<file path="config.mk">
export PLATFORM = sky130hd
export DESIGN_NAME = fetch_ctrl_flat
export DESIGN_NICKNAME = d
export VERILOG_FILES = /design/src/rtl/fetch_ctrl_if.sv /design/src/rtl/fetch_ctrl.sv /design/src/flat_wrapper.sv
export SDC_FILE = /design/constraint.sdc
export NUM_CORES = 1
export LEC_CHECK = 0
export BUFFER_PORTS_ARGS = -buffer_cell sky130_fd_sc_hd__buf_2
export CAP_MARGIN = 10
export CORE_ASPECT_RATIO = 1.4
export CORE_UTILIZATION = 40
export CTS_CLUSTER_SIZE = 10
export DETAILED_ROUTE_END_ITERATION = 6
export SETUP_SLACK_MARGIN = 0.5
export SLEW_MARGIN = 10
export SYNTH_ARGS = -nofsm -noshare
export SYNTH_HDL_FRONTEND = slang
export SYNTH_SLANG_ARGS = --single-unit
</file>
<file path="constraint.sdc">
create_clock -name CLK -period 6.1 [get_ports CLK]
set_input_delay 0.915 -clock CLK [delete_from_list [all_inputs] [get_ports CLK]]
set_output_delay 0.915 -clock CLK [all_outputs]
set_load 0.01 [all_outputs]
</file>
<file path="src/rtl/fetch_ctrl_if.sv">
// Instruction-memory read bus between the fetch controller and its memory.
// The master issues a registered request/address; the slave returns data with an ack.
interface fetch_ctrl_if;
  logic        IMEM_REQ;
  logic [31:0] IMEM_ADDR;
  logic        IMEM_ACK;
  logic [31:0] IMEM_RDATA;

  modport master (output IMEM_REQ, output IMEM_ADDR, input IMEM_ACK, input IMEM_RDATA);
  modport slave  (input IMEM_REQ, input IMEM_ADDR, output IMEM_ACK, output IMEM_RDATA);
endinterface

</file>
<file path="src/rtl/fetch_ctrl.sv">
// Instruction fetch controller: streams words from IMEM into the IF stage,
// with a one-entry skid buffer for stalls and redirect/kill handling.
module fetch_ctrl #(
  parameter logic [31:0] IMEM_BASE = 32'h0000_0000,
  parameter logic [31:0] NOP_INSN  = 32'h0000_0013
) (
  input  logic          CLK,
  input  logic          RSTN,
  input  logic          STALL,
  input  logic          REDIRECT,
  input  logic [31:0]   REDIRECT_PC,
  fetch_ctrl_if.master  imem,
  output logic [31:0]   PC_IF,
  output logic [31:0]   IDATA_IF,
  output logic          VALID_IF,
  output logic [31:0]   FETCH_CNT
);

  typedef enum logic [1:0] {IDLE, FETCH, HOLD, KILL} state_t;

  state_t      state, state_n;
  logic        req, req_n;
  logic [31:0] addr, addr_n;
  logic [31:0] pc, pc_n;
  logic [31:0] idata, idata_n;
  logic        valid, valid_n;
  logic [31:0] cnt, cnt_n;
  logic [31:0] buf_pc, buf_pc_n;
  logic [31:0] buf_data, buf_data_n;
  logic [31:0] target, target_n;
  logic        xfer;
  logic [31:0] redir_tgt;

  assign xfer      = req & imem.IMEM_ACK;
  assign redir_tgt = REDIRECT_PC & 32'hFFFF_FFFC;

  always_ff @(posedge CLK or negedge RSTN) begin
    if (!RSTN) begin
      state    <= IDLE;
      req      <= 1'b0;
      addr     <= IMEM_BASE;
      pc       <= IMEM_BASE;
      idata    <= NOP_INSN;
      valid    <= 1'b0;
      cnt      <= '0;
      buf_pc   <= '0;
      buf_data <= '0;
      target   <= IMEM_BASE;
    end else begin
      state    <= state_n;
      req      <= req_n;
      addr     <= addr_n;
      pc       <= pc_n;
      idata    <= idata_n;
      valid    <= valid_n;
      cnt      <= cnt_n;
      buf_pc   <= buf_pc_n;
      buf_data <= buf_data_n;
      target   <= target_n;
    end
  end

  always_comb begin
    state_n    = state;
    req_n      = req;
    addr_n     = addr;
    pc_n       = pc;
    idata_n    = idata;
    valid_n    = valid;
    cnt_n      = cnt;
    buf_pc_n   = buf_pc;
    buf_data_n = buf_data;
    target_n   = target;

    if (REDIRECT) begin
      // Redirect beats stall and any returning data; the buffer is dropped by leaving HOLD.
      valid_n  = 1'b0;
      idata_n  = NOP_INSN;
      target_n = redir_tgt;
      if (req && !imem.IMEM_ACK) begin
        // Request in flight: keep the bus stable until the stale response drains.
        state_n = KILL;
      end else begin
        addr_n  = redir_tgt;
        req_n   = 1'b1;
        state_n = FETCH;
      end
    end else begin
      unique case (state)
        IDLE: begin
          state_n = FETCH;
          req_n   = 1'b1;
          addr_n  = IMEM_BASE;
        end
        FETCH: begin
          if (STALL) begin
            if (xfer) begin
              buf_pc_n   = addr;
              buf_data_n = imem.IMEM_RDATA;
              req_n      = 1'b0;
              addr_n     = addr + 32'd4;
              state_n    = HOLD;
            end
          end else if (xfer) begin
            pc_n    = addr;
            idata_n = imem.IMEM_RDATA;
            valid_n = 1'b1;
            addr_n  = addr + 32'd4;
            cnt_n   = cnt + 32'd1;
          end else begin
            valid_n = 1'b0;
            idata_n = NOP_INSN;
          end
        end
        HOLD: begin
          if (!STALL) begin
            pc_n    = buf_pc;
            idata_n = buf_data;
            valid_n = 1'b1;
            req_n   = 1'b1;
            cnt_n   = cnt + 32'd1;
            state_n = FETCH;
          end
        end
        KILL: begin
          valid_n = 1'b0;
          if (xfer) begin
            addr_n  = target;
            state_n = FETCH;
          end
        end
        default: state_n = IDLE;
      endcase
    end
  end

  assign imem.IMEM_REQ  = req;
  assign imem.IMEM_ADDR = addr;
  assign PC_IF          = pc;
  assign IDATA_IF       = idata;
  assign VALID_IF       = valid;
  assign FETCH_CNT      = cnt;

endmodule

</file>
<file path="src/flat_wrapper.sv">
// flat-port wrapper written by rule: the top's interface ports become plain ports
module fetch_ctrl_flat 
#(
  parameter logic [31:0] IMEM_BASE = 32'h0000_0000,
  parameter logic [31:0] NOP_INSN  = 32'h0000_0013
)
  (CLK, RSTN, STALL, REDIRECT, REDIRECT_PC, PC_IF, IDATA_IF, VALID_IF, FETCH_CNT, imem_IMEM_REQ, imem_IMEM_ADDR, imem_IMEM_ACK, imem_IMEM_RDATA);
  fetch_ctrl_if imem_i ();
  input  logic CLK;
  input  logic RSTN;
  input  logic STALL;
  input  logic REDIRECT;
  input  logic [31:0] REDIRECT_PC;
  output logic [31:0] PC_IF;
  output logic [31:0] IDATA_IF;
  output logic VALID_IF;
  output logic [31:0] FETCH_CNT;
  output wire logic [$bits(imem_i.IMEM_REQ)-1:0] imem_IMEM_REQ;
  output wire logic [$bits(imem_i.IMEM_ADDR)-1:0] imem_IMEM_ADDR;
  input wire logic [$bits(imem_i.IMEM_ACK)-1:0] imem_IMEM_ACK;
  input wire logic [$bits(imem_i.IMEM_RDATA)-1:0] imem_IMEM_RDATA;
  assign imem_IMEM_REQ = imem_i.IMEM_REQ;
  assign imem_IMEM_ADDR = imem_i.IMEM_ADDR;
  assign imem_i.IMEM_ACK = imem_IMEM_ACK;
  assign imem_i.IMEM_RDATA = imem_IMEM_RDATA;
  fetch_ctrl #(.IMEM_BASE(IMEM_BASE), .NOP_INSN(NOP_INSN)) u_core (.CLK(CLK), .RSTN(RSTN), .STALL(STALL), .REDIRECT(REDIRECT), .REDIRECT_PC(REDIRECT_PC), .imem(imem_i), .PC_IF(PC_IF), .IDATA_IF(IDATA_IF), .VALID_IF(VALID_IF), .FETCH_CNT(FETCH_CNT));
endmodule
</file>
==> impl_metrics.json <==
{
  "route.detailed.drc": 0,
  "dp.cells": 1355,
  "hpwl_um": 16500,
  "status": "finished, final reports clean",
  "cts.clk_slew.worst_paths_ns": 0.06,
  "fp-row-count": 69,
  "cts_root_buf": "clkbuf_16",
  "ctsLongestPathBuffers": 3,
  "vias": 7785,
  "place_congestion": 0.783,
  "cts_buffers": 26,
  "final_nets": 1139,
  "fp.coreArea_um2": 25400,
  "yosysWarnings": 0,
  "whs_ns": 0.407,
  "setup_viol": 0,
  "die-area_um2": 26500,
  "worstPathRequired_ns": 6.51,
  "chipWidth_um": 138,
  "grt_pass1_vias": 7551,
  "num_antenna_cells": 0,
  "antenna_found_initial": 0,
  "cap_violations": 0,
  "rsz0062_at_grt": "false",
  "synth_fa_ha_area_frac": 0.00727,
  "ys.flop_type": "dfrtp_1",
  "syn2layout_area_growth_pct": 19.0,
  "p_per_area_nw_per_um2": 436,
  "pin_count": 199,
  "synth_edf_count": 0,
  "place_area_um2": 11500,
  "start_util": 0.407,
  "final_antenna_net_count": 0,
  "finalPower_mw": 5.35,
  "cp.arrival_ns": 4.00,
  "endpoint_kind": "flip-flop",
  "yosys.area_share.simple": 0.106,
  "tns_ns": 0,
  "overflow": 0,
  "postCtsHoldBufs": 0,
  "worstMarginPinSlew_ns": 1.12,
  "syn_area_per_cell_um2": 11.5,
  "cts_resized": 0,
  "h-tree-depth": 1,
  "fin_area_um2": 12300,
  "worstSetupStartpointType": "flip-flop",
  "synth_async_sr_flop_share": 1.00,
  "post_drt_wl_per_cell_um": 18.5,
  "die_h_um": 192,
  "syn-cell-area_um2": 10300,
  "slew_viol_final": 0,
  "ys_seq_area_frac": 0.534,
  "fin_cells": 1397,
  "clk_latency_ns": 0.53,
  "synthDistinctLibCells": 63,
  "drive_gt1_frac": 0.318,
  "p_leak_nw": 5.49,
  "post-route-min-period_ns": 3.59,
  "crit_fanout": 36,
  "grt_pass1_wl_um": 40900,
  "cts_tree": "built",
  "via_per_inst": 5.57,
  "finalClockSkew_ns": 0.00995,
  "ys_ff_latch": 220,
  "grt_max_degree": 117,
  "ir_drop_v": 0.000253,
  "synth-compound-area-share": 0.151,
  "synth_mux_area_frac": 0.139,
  "pre_cts_ws_ns": 2.48,
  "fin_ws_ns": 2.51,
  "cts_setup_buffers": 0,
  "wirelength_um": 25800,
  "first_pass_iters": 5,
  "max_freq_ghz": 0.278,
  "critical_path_class": "flip-flop to flip-flop",
  "synth_top_family_by_area": "compound AO/OA/AOI/OAI gates",
  "syn_inst": 901,
  "numClockSinks": 220,
  "final_util": 0.484,
  "synth_xor_xnor_area_share": 0.0263,
  "drt_iter0_drc": 466,
  "portBuffers": 192,
  "hp-class": "primary input to async pin",
  "hold_viol": 0,
  "grt.total_usage": 0.196,
  "fin_crit_sh": 0.589,
  "relSlewSlack": 0.250
}
## flip-flops by register name, indices dropped and copies added, names as in the netlist
signal	count
u_core.FETCH_CNT	32
u_core.imem.IMEM_REQ	1
u_core.target	30
u_core.buf_pc	30
u_core.PC_IF	30
u_core.IDATA_IF	32
u_core.buf_data	32
u_core.imem.IMEM_ADDR	30
u_core.state	2
u_core.VALID_IF	1
## worst paths after layout
| check | start | endpoint | slack (ns) | cells past startpoint |
|---|---|---|---|---|
| worst max-delay path | u_core.state[1] | u_core.buf_pc[10] | 2.51 | 8 |
| worst min-delay path | RSTN | u_core.FETCH_CNT[27] | 0.41 | 1 |
| worst max register to register | u_core.state[1] | u_core.buf_pc[10] | 2.51 | 8 |
| worst min register to register | u_core.PC_IF[28] | u_core.PC_IF[28] | 0.47 | 2 |
| max in group asynchronous | RSTN | u_core.buf_data[29] | 4.55 | 2 |
| min in group CLK | u_core.PC_IF[28] | u_core.PC_IF[28] | 0.47 | 2 |
## where the power goes
group	internal, mW	switching [mW]
clock network	0.837	0.586
registers	1.92	0.430
logic	0.722	0.853
total	3.48	1.87
## placed cells by master (no fill, tap or decap), types with 7 or more instances in the layout
cell,instances
a21oi_1,14
o31ai_1,9
o211ai_1,8
xnor2_1,30
nor3_1,8
buf_2,191
a22oi_1,35
mux2_2,92
nand3_1,28
a22o_1,18
o21ai_0,50
o2bb2ai_1,32
nor2_1,25
dfrtp_1,217
inv_1,16
nand4_1,31
mux2i_1,40
and3_1,9
clkbuf_1,12
nand2_1,68
buf_4,10
and4_1,7
clkbuf_16,26
## worst max-delay path, stage by stage (launching register included)
cell	delay, ns
dfrtp_1	0.46
inv_1	0.11
ha_1	0.49
nor2b_1	0.20
buf_4	0.31
nand2_1	0.16
nor2_4	0.73
buf_4	0.58
mux2_2	0.40
## per-layer routing
layer | GRT usage | wire length [µm] | vias up
met4 | 0.0564 | 400 | 0
met5 | 0 | 0 | -
li1 | - | - | 3675
met2 | 0.334 | 13200 | 175
met1 | 0.253 | 11000 | 3907
met3 | 0.0356 | 1210 | 28
## cells by family (layout without fill, tap and decap cells)
logic type / Yosys count / in the layout
xor+xnor: 31 / 31
flops: 220 / 220
mux: 132 / 132
other cells: 1 / 4
compound gates: 214 / 214
fa+ha+maj: 6 / 6
buf+inv: 87 / 261
simple gates: 210 / 210
## cells in the mapped netlist (9+ instances only)
cell / instances / area, µm²
o21ai_0: 50 / 250
a21oi_1: 14 / 70.1
o31ai_1: 9 / 67.6
inv_1: 16 / 60.1
dfrtp_1: 217 / 5430
nor2_1: 28 / 105
a22oi_1: 35 / 263
nand2_1: 68 / 255
a22o_1: 18 / 158
nand3_1: 28 / 140
mux2_2: 92 / 1040
clkbuf_1: 41 / 154
buf_2: 17 / 85.1
xnor2_1: 30 / 263
mux2i_1: 40 / 400
and3_1: 9 / 56.3
o2bb2ai_1: 32 / 280
nand4_1: 31 / 194
## layout make-up
class	count	area, µm²
fill	2386	13100
inverter	16	60.1
clock buffer	39	709
clock inverter	3	51.3
timing repair buffer	203	1070
sequential	220	5510
multi-input combinational	597	4490
tap	319	399
(Power assumes the default switching activity.)
